==> config.mk <==
export PLATFORM = sky130hd
export DESIGN_NAME = spawn_coord_scheduler
export DESIGN_NICKNAME = d
export VERILOG_FILES = /design/src/rtl/spawn_coord_scheduler_pkg.sv /design/src/rtl/spawn_coord_scheduler_rr_arbiter.sv /design/src/rtl/spawn_coord_scheduler.sv
export SDC_FILE = /design/constraint.sdc
export NUM_CORES = 1
export LEC_CHECK = 0
export BUFFER_PORTS_ARGS = -buffer_cell sky130_fd_sc_hd__buf_2
export CAP_MARGIN = 15
export CORE_MARGIN = 2
export CORE_UTILIZATION = 47
export CTS_CLUSTER_DIAMETER = 30
export CTS_CLUSTER_SIZE = 14
export DETAILED_ROUTE_END_ITERATION = 6
export PLACE_DENSITY = 0.86
export SKIP_LAST_GASP = 1
export SYNTH_ARGS = -nofsm -noshare
export SYNTH_HDL_FRONTEND = slang
export SYNTH_SLANG_ARGS = --single-unit
export TNS_END_PERCENT = 1
==> constraint.sdc <==
create_clock -name clk -period 2.59 [get_ports clk]
set_clock_uncertainty 0.15 [all_clocks]
set_input_delay 0 -clock clk [delete_from_list [all_inputs] [get_ports clk]]
set_output_delay 0 -clock clk [all_outputs]
set_load 0.05 [all_outputs]
==> src/rtl/spawn_coord_scheduler_pkg.sv <==
`default_nettype none
// ============================================================================
//  Module      : spawn_pkg
//  Description : Shared constants, state encoding and helpers for the spawn
//                coordinate scheduler (screen size, coordinate widths, FSM).
//  Revision    : 1.0  initial release
// ============================================================================
package spawn_pkg;

    // Visible display area
    localparam int SCREEN_W = 640;
    localparam int SCREEN_H = 480;

    // Coordinate widths; D_W is one bit wider than X_W so that absolute
    // differences of x and y share a single unsigned width
    localparam int X_W = 10;
    localparam int Y_W = 9;
    localparam int D_W = X_W + 1;

    // Scheduler state encoding
    typedef enum logic [1:0] {
        ST_IDLE   = 2'b00,
        ST_SAMPLE = 2'b01,
        ST_CHECK  = 2'b10,
        ST_DONE   = 2'b11
    } state_t;

    // Unsigned |a - b|
    function automatic logic [D_W-1:0] abs_diff(input logic [D_W-1:0] a,
                                                input logic [D_W-1:0] b);
        return (a >= b) ? (a - b) : (b - a);
    endfunction

endpackage : spawn_pkg
`default_nettype wire

==> src/rtl/spawn_coord_scheduler_rr_arbiter.sv <==
`default_nettype none
// ============================================================================
//  Module      : rr_arbiter
//  Description : Purely combinational round-robin pick. Returns the first set
//                request at or after the pointer, wrapping modulo N_REQ.
//  Ports       : i_req   - request vector
//                i_ptr   - priority pointer (must be < N_REQ)
//                o_grant - one-hot winner
//                o_idx   - winner index
//                o_any   - at least one request present
//  Revision    : 1.0  initial release
// ============================================================================
module rr_arbiter
    import spawn_pkg::*;
#(
    parameter int N_REQ = 2,
    parameter int IDX_W = 1
) (
    input  logic [N_REQ-1:0] i_req,
    input  logic [IDX_W-1:0] i_ptr,
    output logic [N_REQ-1:0] o_grant,
    output logic [IDX_W-1:0] o_idx,
    output logic             o_any
);

    localparam logic [IDX_W:0] c_N = (IDX_W+1)'(N_REQ);

    always_comb begin : p_pick
        logic [IDX_W:0]   w_sum;
        logic [IDX_W-1:0] w_pos;
        o_grant = '0;
        o_idx   = '0;
        o_any   = 1'b0;
        w_sum   = '0;
        w_pos   = '0;
        for (int k = 0; k < N_REQ; k++) begin
            // Candidate position ptr+k, folded back into 0..N_REQ-1
            w_sum = {1'b0, i_ptr} + (IDX_W+1)'(k);
            if (w_sum >= c_N) begin
                w_sum = w_sum - c_N;
            end
            w_pos = w_sum[IDX_W-1:0];
            if (!o_any && i_req[w_pos]) begin
                o_any          = 1'b1;
                o_idx          = w_pos;
                o_grant[w_pos] = 1'b1;
            end
        end
    end

endmodule : rr_arbiter
`default_nettype wire

==> src/rtl/spawn_coord_scheduler.sv <==
`default_nettype none
// ============================================================================
//  Module      : spawn_coord_scheduler
//  Description : Shares a free-running LFSR between several sprite spawners.
//                A round-robin winner gets a candidate (x, y) drawn from the
//                LFSR; candidates off-screen or inside the keep-out box around
//                the player are rejected and redrawn, up to MAX_TRIES times,
//                after which a fixed fallback coordinate is returned.
//  Ports       : clk, rst          - clock, asynchronous active-high reset
//                lfsr_q1[9:0]      - candidate x source
//                lfsr_q2[8:0]      - candidate y source
//                player_x/player_y - live player position
//                req               - level request per requester
//                ack               - one-hot, one-cycle result strobe
//                spawn_x/spawn_y   - granted coordinate, held between acks
//                fallback          - set with ack if fallback was used
//                busy              - FSM not in IDLE
//  Revision    : 1.0  initial release
// ============================================================================
module spawn_coord_scheduler
    import spawn_pkg::*;
#(
    parameter int N_REQ      = 2,
    parameter int SPRITE_W   = 16,
    parameter int SPRITE_H   = 16,
    parameter int EXCL       = 48,
    parameter int MAX_TRIES  = 8,
    parameter int FALLBACK_X = 320,
    parameter int FALLBACK_Y = 240
) (
    input  logic             clk,
    input  logic             rst,
    input  logic [49:0]      lfsr_q1,
    input  logic [19:0]      lfsr_q2,
    input  logic [X_W-1:0]   player_x,
    input  logic [Y_W-1:0]   player_y,
    input  logic [N_REQ-1:0] req,
    output logic [N_REQ-1:0] ack,
    output logic [X_W-1:0]   spawn_x,
    output logic [Y_W-1:0]   spawn_y,
    output logic             fallback,
    output logic             busy
);

    localparam int             c_IDX_W    = (N_REQ > 1) ? $clog2(N_REQ) : 1;
    localparam int             c_TRY_W    = 4;
    localparam logic [X_W-1:0] c_X_MAX    = X_W'(SCREEN_W - 1 - SPRITE_W);
    localparam logic [Y_W-1:0] c_Y_MAX    = Y_W'(SCREEN_H - 1 - SPRITE_H);
    localparam logic [D_W-1:0] c_EXCL     = D_W'(EXCL);
    localparam logic [X_W-1:0] c_FB_X     = X_W'(FALLBACK_X);
    localparam logic [Y_W-1:0] c_FB_Y     = Y_W'(FALLBACK_Y);
    localparam logic [c_TRY_W-1:0] c_LAST_TRY = c_TRY_W'(MAX_TRIES - 1);
    localparam logic [c_IDX_W-1:0] c_LAST_IDX = c_IDX_W'(N_REQ - 1);

    // ------------------------------------------------------------------
    // State
    // ------------------------------------------------------------------
    state_t               r_state_q,      w_state_d;
    logic [c_IDX_W-1:0]   r_winner_idx_q, w_winner_idx_d;
    logic [N_REQ-1:0]     r_winner_oh_q,  w_winner_oh_d;
    logic [c_IDX_W-1:0]   r_ptr_q,        w_ptr_d;
    logic [c_TRY_W-1:0]   r_tries_q,      w_tries_d;
    logic [X_W-1:0]       r_cx_q,         w_cx_d;
    logic [Y_W-1:0]       r_cy_q,         w_cy_d;
    logic [N_REQ-1:0]     r_ack_q,        w_ack_d;
    logic [X_W-1:0]       r_spawn_x_q,    w_spawn_x_d;
    logic [Y_W-1:0]       r_spawn_y_q,    w_spawn_y_d;
    logic                 r_fallback_q,   w_fallback_d;

    // ------------------------------------------------------------------
    // Arbitration
    // ------------------------------------------------------------------
    logic [N_REQ-1:0]   w_arb_grant;
    logic [c_IDX_W-1:0] w_arb_idx;
    logic               w_arb_any;

    rr_arbiter #(
        .N_REQ (N_REQ),
        .IDX_W (c_IDX_W)
    ) u_rr_arbiter (
        .i_req   (req),
        .i_ptr   (r_ptr_q),
        .o_grant (w_arb_grant),
        .o_idx   (w_arb_idx),
        .o_any   (w_arb_any)
    );

    // ------------------------------------------------------------------
    // Candidate legality: on-screen and outside the player keep-out box
    // ------------------------------------------------------------------
    logic [D_W-1:0] w_dx;
    logic [D_W-1:0] w_dy;
    logic           w_in_bounds;
    logic           w_in_keepout;
    logic           w_accept;
    logic           w_winner_live;

    assign w_dx         = abs_diff({1'b0, r_cx_q}, {1'b0, player_x});
    assign w_dy         = abs_diff({2'b00, r_cy_q}, {2'b00, player_y});
    assign w_in_bounds  = (r_cx_q <= c_X_MAX) && (r_cy_q <= c_Y_MAX);
    assign w_in_keepout = (w_dx < c_EXCL) && (w_dy < c_EXCL);
    assign w_accept     = w_in_bounds && !w_in_keepout;

    // Winner still requesting; dropping it mid-transaction aborts quietly
    assign w_winner_live = |(req & r_winner_oh_q);

    // Only the low LFSR bits are used for candidates
    logic w_unused_lfsr;
    assign w_unused_lfsr = ^{lfsr_q1[49:X_W], lfsr_q2[19:Y_W]};

    // ------------------------------------------------------------------
    // Next-state logic
    // ------------------------------------------------------------------
    always_comb begin
        w_state_d      = r_state_q;
        w_winner_idx_d = r_winner_idx_q;
        w_winner_oh_d  = r_winner_oh_q;
        w_ptr_d        = r_ptr_q;
        w_tries_d      = r_tries_q;
        w_cx_d         = r_cx_q;
        w_cy_d         = r_cy_q;
        w_ack_d        = '0;
        w_spawn_x_d    = r_spawn_x_q;
        w_spawn_y_d    = r_spawn_y_q;
        w_fallback_d   = r_fallback_q;

        case (r_state_q)
            ST_IDLE: begin
                if (w_arb_any) begin
                    w_winner_idx_d = w_arb_idx;
                    w_winner_oh_d  = w_arb_grant;
                    w_tries_d      = '0;
                    w_state_d      = ST_SAMPLE;
                end
            end

            ST_SAMPLE: begin
                if (!w_winner_live) begin
                    w_state_d = ST_IDLE;
                end else begin
                    w_cx_d    = lfsr_q1[X_W-1:0];
                    w_cy_d    = lfsr_q2[Y_W-1:0];
                    w_state_d = ST_CHECK;
                end
            end

            ST_CHECK: begin
                if (!w_winner_live) begin
                    w_state_d = ST_IDLE;
                end else if (w_accept) begin
                    // Result registers load here so they are valid with ack
                    w_spawn_x_d  = r_cx_q;
                    w_spawn_y_d  = r_cy_q;
                    w_fallback_d = 1'b0;
                    w_ack_d      = r_winner_oh_q;
                    w_state_d    = ST_DONE;
                end else if (r_tries_q == c_LAST_TRY) begin
                    w_spawn_x_d  = c_FB_X;
                    w_spawn_y_d  = c_FB_Y;
                    w_fallback_d = 1'b1;
                    w_ack_d      = r_winner_oh_q;
                    w_state_d    = ST_DONE;
                end else begin
                    w_tries_d = r_tries_q + 1'b1;
                    w_state_d = ST_SAMPLE;
                end
            end

            ST_DONE: begin
                // ack is high during this state; rotate priority past winner
                w_ptr_d   = (r_winner_idx_q == c_LAST_IDX) ? '0
                                                           : r_winner_idx_q + 1'b1;
                w_state_d = ST_IDLE;
            end

            default: begin
                w_state_d = ST_IDLE;
            end
        endcase
    end

    // ------------------------------------------------------------------
    // Registers
    // ------------------------------------------------------------------
    always_ff @(posedge clk or posedge rst) begin
        if (rst) begin
            r_state_q      <= ST_IDLE;
            r_winner_idx_q <= '0;
            r_winner_oh_q  <= '0;
            r_ptr_q        <= '0;
            r_tries_q      <= '0;
            r_cx_q         <= '0;
            r_cy_q         <= '0;
            r_ack_q        <= '0;
            r_spawn_x_q    <= '0;
            r_spawn_y_q    <= '0;
            r_fallback_q   <= 1'b0;
        end else begin
            r_state_q      <= w_state_d;
            r_winner_idx_q <= w_winner_idx_d;
            r_winner_oh_q  <= w_winner_oh_d;
            r_ptr_q        <= w_ptr_d;
            r_tries_q      <= w_tries_d;
            r_cx_q         <= w_cx_d;
            r_cy_q         <= w_cy_d;
            r_ack_q        <= w_ack_d;
            r_spawn_x_q    <= w_spawn_x_d;
            r_spawn_y_q    <= w_spawn_y_d;
            r_fallback_q   <= w_fallback_d;
        end
    end

    assign ack      = r_ack_q;
    assign spawn_x  = r_spawn_x_q;
    assign spawn_y  = r_spawn_y_q;
    assign fallback = r_fallback_q;
    assign busy     = (r_state_q != ST_IDLE);

endmodule : spawn_coord_scheduler
`default_nettype wire
# --- Word level (Yosys, flattened, before mapping) ---
# Cells that the tools add are included.
totals:
  reg_bits: 51
  latchBits: 0
  mem_bits_rw: 0
  romBits: 0
  in_bits: 93
  output_inout_bits: 23
  elab_cells: 99
  n_memories: 0
classes:
  addsub: 9
  n_mul: 0
  n_div: 0
  magnitude_cmp: 12
  n_eq_ne: 8
  n_shift: 0
  n_mux: 40
  bitwise_logic: 2
  reduce_logical: 17
ops:
  columns: ["cell", "n"]
  rows:
  - ["less-than comparator 11 x 6 -> 1 bit, second input constant", 2]
  - ["two-way mux 11 bit", 2]
  - ["two-way mux 2 bit", 11]
  - ["subtractor 10 x 10 -> 11 bit", 2]
  - ["two-way mux 10 bit", 2]
  - ["subtractor 9 x 9 -> 10 bit", 2]
  - ["two-way mux 9 bit", 2]
  - ["two-way mux 4 bit", 4]
  - ["two-way mux 1 bit", 15]
  - [">= comparator 10 bit", 1]
  - ["less-or-equal comparator 10 bit, second input constant", 1]
  - [">= comparator 9 bit", 1]
  - ["less-or-equal comparator 9 bit, second input constant", 1]
  - ["case mux 2 bit (4 select lines)", 1]
  - ["case mux 4 bit (2 select lines)", 1]
  - ["logical AND 1 bit", 6]
  - ["inequality test 2 bit, second input constant", 3]
  - ["nonzero test 2 bit", 3]
  - ["AND reduction 5 bit", 1]
  - ["adder 4 x 1 -> 4 bit, second input constant", 1]
  - ["equality test 2 bit, second input constant", 2]
  - ["equality test 4 x 3 -> 1 bit, second input constant", 1]
  - ["less-than comparator 1 x 2 -> 1 bit, second input constant", 2]
  - ["AND reduction 2 bit", 2]
  - ["other kinds (15)", 19]

# --- Depth between registers and ports, before layout ---
depth:
  word_depth: 10
  ltp_mapped: 14
  depth_no_buf: 11

# --- Modules after synthesis ---
# Synthesis repeated with hierarchy kept, for this count alone.
unflattened:
  hier_cells: 397
  hier_area_um2: 3538.4
modules_own_cells:
  columns: ["module", "n_inst", "cells_each", "area_per_inst_um2", "seq_area_each_um2"]
  rows:
  - ["spawn_coord_scheduler", 1, 392, 3505.9, 1276.2]
  - ["rr_arbiter", 1, 5, 32.5, 0.0]

# --- Least setup slack after synthesis ---
# OpenSTA, ideal clock, no wires.
synth_timing:
  kind: "register to register"
  startpoint: "register r_cy_q[4]"
  endpoint: "register r_spawn_x_q[0], in the netlist spawn_x[0]"
  setup_ns: 0.079
  t_arrival_ns: 2.650
  required_ns: 2.361
  setup_slack_ns: -0.289
  path_stages_with_launch: 12
  n_path_buf: 1
  synth_period_minus_slack_ns: 2.879
  path_cell_list: "dfrtp_1 -> ha_1 -> and3_1 -> a21boi_1 -> or4_1 -> o311ai_1 -> nor4_1 -> a211oi_2 -> o21ai_2 -> a21oi_4 -> buf_8 -> mux2i_1"
synth_between:
  elab_chain_cells: 8
  elab_cells_between_ends: 13
  classes_between: "add/sub: 2; order compare: 3; mux: 2; reduce/logical: 6"
synth_rtl:
  columns: ["item", "line", "rtl"]
  rows:
  - ["start: declaration", "spawn_coord_scheduler.sv:64", "logic [Y_W-1:0] r_cy_q, w_cy_d;"]
  - ["start signal: assignment", "spawn_coord_scheduler.sv:205", "r_cy_q <= w_cy_d;"]
  - ["subtractor 9 x 9 -> 10 bit or >= comparator 9 bit (tied branches)", "spawn_coord_scheduler_pkg.sv:31", "return (a >= b) ? (a - b) : (b - a);"]
  - ["two-way mux 11 bit", "spawn_coord_scheduler_pkg.sv:31", null]
  - ["less-than comparator 11 x 6 -> 1 bit", "spawn_coord_scheduler.sv:101", "assign w_in_keepout = (w_dx < c_EXCL) && (w_dy < c_EXCL);"]
  - ["logical AND 1 bit", "spawn_coord_scheduler.sv:101", null]
  - ["zero test 1 bit", "spawn_coord_scheduler.sv:102", "assign w_accept = w_in_bounds && !w_in_keepout;"]
  - ["logical AND 1 bit (*)", "spawn_coord_scheduler.sv:102", null]
  - ["nonzero test 2 bit (no line)", null, null]
  - ["AND reduction 3 bit (no line)", null, null]
  - ["end signal: assignment", "spawn_coord_scheduler.sv:207", "r_spawn_x_q <= w_spawn_x_d;"]
  - ["end: declaration", "spawn_coord_scheduler.sv:66", "logic [X_W-1:0] r_spawn_x_q, w_spawn_x_d;"]
# Mark *: on every way between the ends. The rest lies on a longest branch, timed or not.
# A chain may end at the register's enable or synchronous reset.

# --- Final worst setup path ---
layout_timing:
  startpoint: "register r_cy_q[3]"
  endpoint: "register r_ack_q[0], in the netlist ack[0]"
layout_between:
  elab_chain_cells: 9
  elab_cells_between_ends: 13
  classes_between: "add/sub: 2; order compare: 3; mux: 4; reduce/logical: 4"
layout_rtl:
  columns: ["item", "line", "rtl"]
  rows:
  - ["subtractor 9 x 9 -> 10 bit or >= comparator 9 bit (tied branches)", "spawn_coord_scheduler_pkg.sv:31", null]
  - ["two-way mux 11 bit", "spawn_coord_scheduler_pkg.sv:31", null]
  - ["less-than comparator 11 x 6 -> 1 bit", "spawn_coord_scheduler.sv:101", null]
  - ["logical AND 1 bit", "spawn_coord_scheduler.sv:101", null]
  - ["zero test 1 bit", "spawn_coord_scheduler.sv:102", null]
  - ["logical AND 1 bit (*)", "spawn_coord_scheduler.sv:102", null]
  - ["two-way mux 2 bit (*)", "spawn_coord_scheduler.sv:150", "end else if (w_accept) begin"]
  - ["two-way mux 2 bit (*)", "spawn_coord_scheduler.sv:148", "if (!w_winner_live) begin"]
  - ["two-way mux 2 bit (*)", "spawn_coord_scheduler.sv:127", "case (r_state_q)"]
  - ["via w_ack_d[0]", "spawn_coord_scheduler.sv:65", "logic [N_REQ-1:0] r_ack_q, w_ack_d;"]
  - ["end signal: assignment", "spawn_coord_scheduler.sv:206", "r_ack_q <= w_ack_d;"]
  - ["end: declaration", "spawn_coord_scheduler.sv:65", null]
# Mark *: on every way through the listed nets, which the timed path passes. The rest lies on a longest branch.

==> impl_metrics.csv <==
group,metric,value,unit
status,status,"finished, violations left",
status,violations,"setup timing",
global_routing,use_met2,44.3,%
synth,synth_top_cell_area_share,34.6,%
cells_and_area,layout_commonest_cell,"buf_4",
worst_setup_path,crit_buf_inv,4,
worst_setup_path,cp_max_fo,6,
power,peakVddDrop,0.722,mV
floorplanning,start_util,48.0,%
worst_setup_path,crit_slowest_cell,"dfrtp_1",
clocking,clock_latency,310,ps
worst_hold_path,hold_path_class,"in2async",
global_routing,grt_usage,25.4,%
place,numPortBuffers,64,
cells_and_area,fin_util,71.1,%
sta,fin_hold_ws,269,ps
synth,synth_area_leaders,"dfrtp_1, ha_1, mux2i_1",
place,gp_congestion,0.878,
worst_setup_path,worst_r2r_path_depth,14,
synth,synth_cell_types,62,
synth,synth_fp_nets,553,
synth,ys.flop_type,"dfrtp_1",
global_routing,use_met3,4.39,%
route,drtPass1Iterations,4,
floorplanning,io_pins,116,
global_routing,grt_pass1_wl,17.5,mm
global_routing,grt_max_degree,52,
flow_run,maxCapViolations,0,
floorplanning,die_x,92.6,um
clocking,clkSlewWorstSetupHoldPaths,100,ps
clocking,numCtsBuffers,5,
synth,async_flop_share,100,%
place,hpwl,8.00,mm
clocking,htreeDepth,2,
synth,yosysTopAreaCell,"dfrtp_1",
worst_setup_path,required,2650,ps
power,leakagePower,2.64,nW
sta,maxSlewHeadroom,56.7,%
synth,yosys_warnings,0,
sta,rsz0062_at_grt,"yes",
route,drc,0,
synth,synth-seq-cells,51,
global_routing,grt_pass1_vias,3721,
cells_and_area,area_growth,47.9,%
worst_setup_path,crit_family,"compound AO/OA/AOI/OAI gates",
synth,synth_edf_count,0,
synth,synth_area,3690,um^2
synth,synth.avg_cell_area,8.77,um^2
route,detail_route.wl_per_cell,16.0,um
synth,synthCells,421,
cells_and_area,antennaDiodeCount,0,
cells_and_area,drive_gt1_share,38.4,%
sta,hold_viol,0,
global_routing,gr-total-overflow,0,
sta,worstMarginPinSlew,649,ps
power,total_power,6.88,mW
synth,ys_seq_area_share,34.6,%
route,drt_iter0_drc,259,
clocking,cts.path.max_buffers,2,
worst_setup_path,crit_top_cell,"buf_4",
floorplanning,fp.dieH,92.6,um
global_routing,antenna_found_initial,0,
sta,slew_violations,0,
worst_setup_path,path_class,"reg2reg",
worst_setup_path,crit_chain,"ha_4 > buf_4 > a21o_1 > nor3_2 > a21oi_2 > buf_4 > mux2i_4 > o41ai_1 > a31oi_1 > o21ai_2 > a21oi_4 > buf_6 > buf_4 > o21a_1",
floorplanning,die_area,8580,um^2
worst_setup_path,crit_cells,14,
cells_and_area,fin_nets,719,
global_routing,met1_usage,32.2,%
route,dr_total_vias,3738,
sta,max_freq,328,MHz
worst_setup_path,cp-end-kind,"flip-flop",
route,ant_nets,0,
clocking,cts_tree,"done",
floorplanning,fp.coreArea,7690,um^2
power,power_density,1260,nW/um^2
floorplanning,rows,32,
route,wirelength,11.0,mm
cells_and_area,layout_common_cells,"buf_4, buf_2, dfrtp_1",
worst_setup_path,cp.arrival,3110,ps
worst_setup_path,max_stage_delay,420,ps
clocking,cts-root-buf,"clkbuf_8",
place,dp_slack,-434,ps
worst_setup_path,startpoint_type,"flip-flop",
sta,fin_crit,3050,ps
sta,setup_viol,27,
global_routing,top_usage_layer,"met2",
cells_and_area,fillCellCount,539,
sta,finalCritPeriodShare,118,%
clocking,clock_sinks,51,
route,avgViaCountPerCell,5.42,
sta,setup_ws,-457,ps
## state kept, by name, indices dropped and copies added, names as in the netlist, 2 cells and up
register       count
r_state_q          2
r_cy_q             9
r_tries_q          4
spawn_y            9
ack                2
r_cx_q            10
spawn_x           10
r_winner_oh_q      2
## what timing repair did
item	in CTS	in global routing
hold buffers	23	0
cloned	0	0
gates resized for setup	14	56
pin swaps	6	22
endpoints found under the setup margin	27	27
buffers inserted	1	2
endpoints found under the hold margin	73	0
## per-stage QoR
stage | setup TNS [ps] | std cells | cell area [um^2]
floorplan | -4000 | 421 | 3740
global placement | -7870 | 655 | 4720
detailed placement | -10210 | 655 | 4720
CTS | -7590 | 687 | 5140
global route | -11520 | 690 | 5460
finish | -9200 | 690 | 5460
## tightest hold or removal path: cells and delay by family
family                 cells  cell delay [ps]
buffers and inverters      4             1210
## worst paths after layout
check	startpoint	to	slack, ps
worst min register to register	r_winner_idx_q	r_ptr_q	320
worst max register to register	r_cy_q[3]	ack[0]	-460
min in group clk	lfsr_q1[4]	r_cx_q[4]	280
worst max-delay path	r_cy_q[3]	ack[0]	-460
worst min-delay path	rst	spawn_y[1]	270
max in group asynchronous	rst	spawn_y[5]	1600
## power breakdown
group          switching, mW  internal (mW)  total, mW
clock network          0.287          0.291      0.579
registers              0.260           1.13       1.39
logic                   2.69           2.22       4.91
## synthesized netlist by cell type (all sizes together), types with 3 or more instances
library cell,instances
dfrtp,51
nand2,50
inv,47
ha,39
o21ai,31
mux2i,26
nor2,26
a21oi,24
buf,9
clkbuf,8
a31oi,7
nor3,7
a21o,6
nor2b,6
a211oi,5
nand2b,5
nand3,5
o211ai,5
o21a,5
xor2,5
and3,4
xnor2,4
a21boi,3
and2,3
nand4,3
## kinds of logic after synthesis
group                    after synthesis  share of synthesized area [%]
buffers and inverters                 64                           7.86
flip-flops                            51                           34.6
multiplexers                          26                           7.05
adder cells (fa/ha/maj)               39                           13.2
XOR/XNOR                               9                           2.13
AND/OR/NAND/NOR                      122                           15.4
AO/OA/AOI/OAI                        110                           19.8
## area by class of cell
type | instances | area [um^2] | share of cell area (%)
clock buffer | 5 | 68.8 | 1.26
clock inverter | 3 | 46.3 | 0.847
inverter | 47 | 176 | 3.23
multi-input combinational | 306 | 2530 | 46.4
sequential | 51 | 1280 | 23.4
tap | 102 | 128 | 2.34
timing repair buffer | 176 | 1230 | 22.6
## metal layers
layer  vias to the layer above  share of wire (%)
met3                        19                5.3
met4                         0                1.9
met2                       122                 51
met5                         -                  0
li1                       1791                  -
met1                      1806                 42
Power figures use the tool's default switching activity.
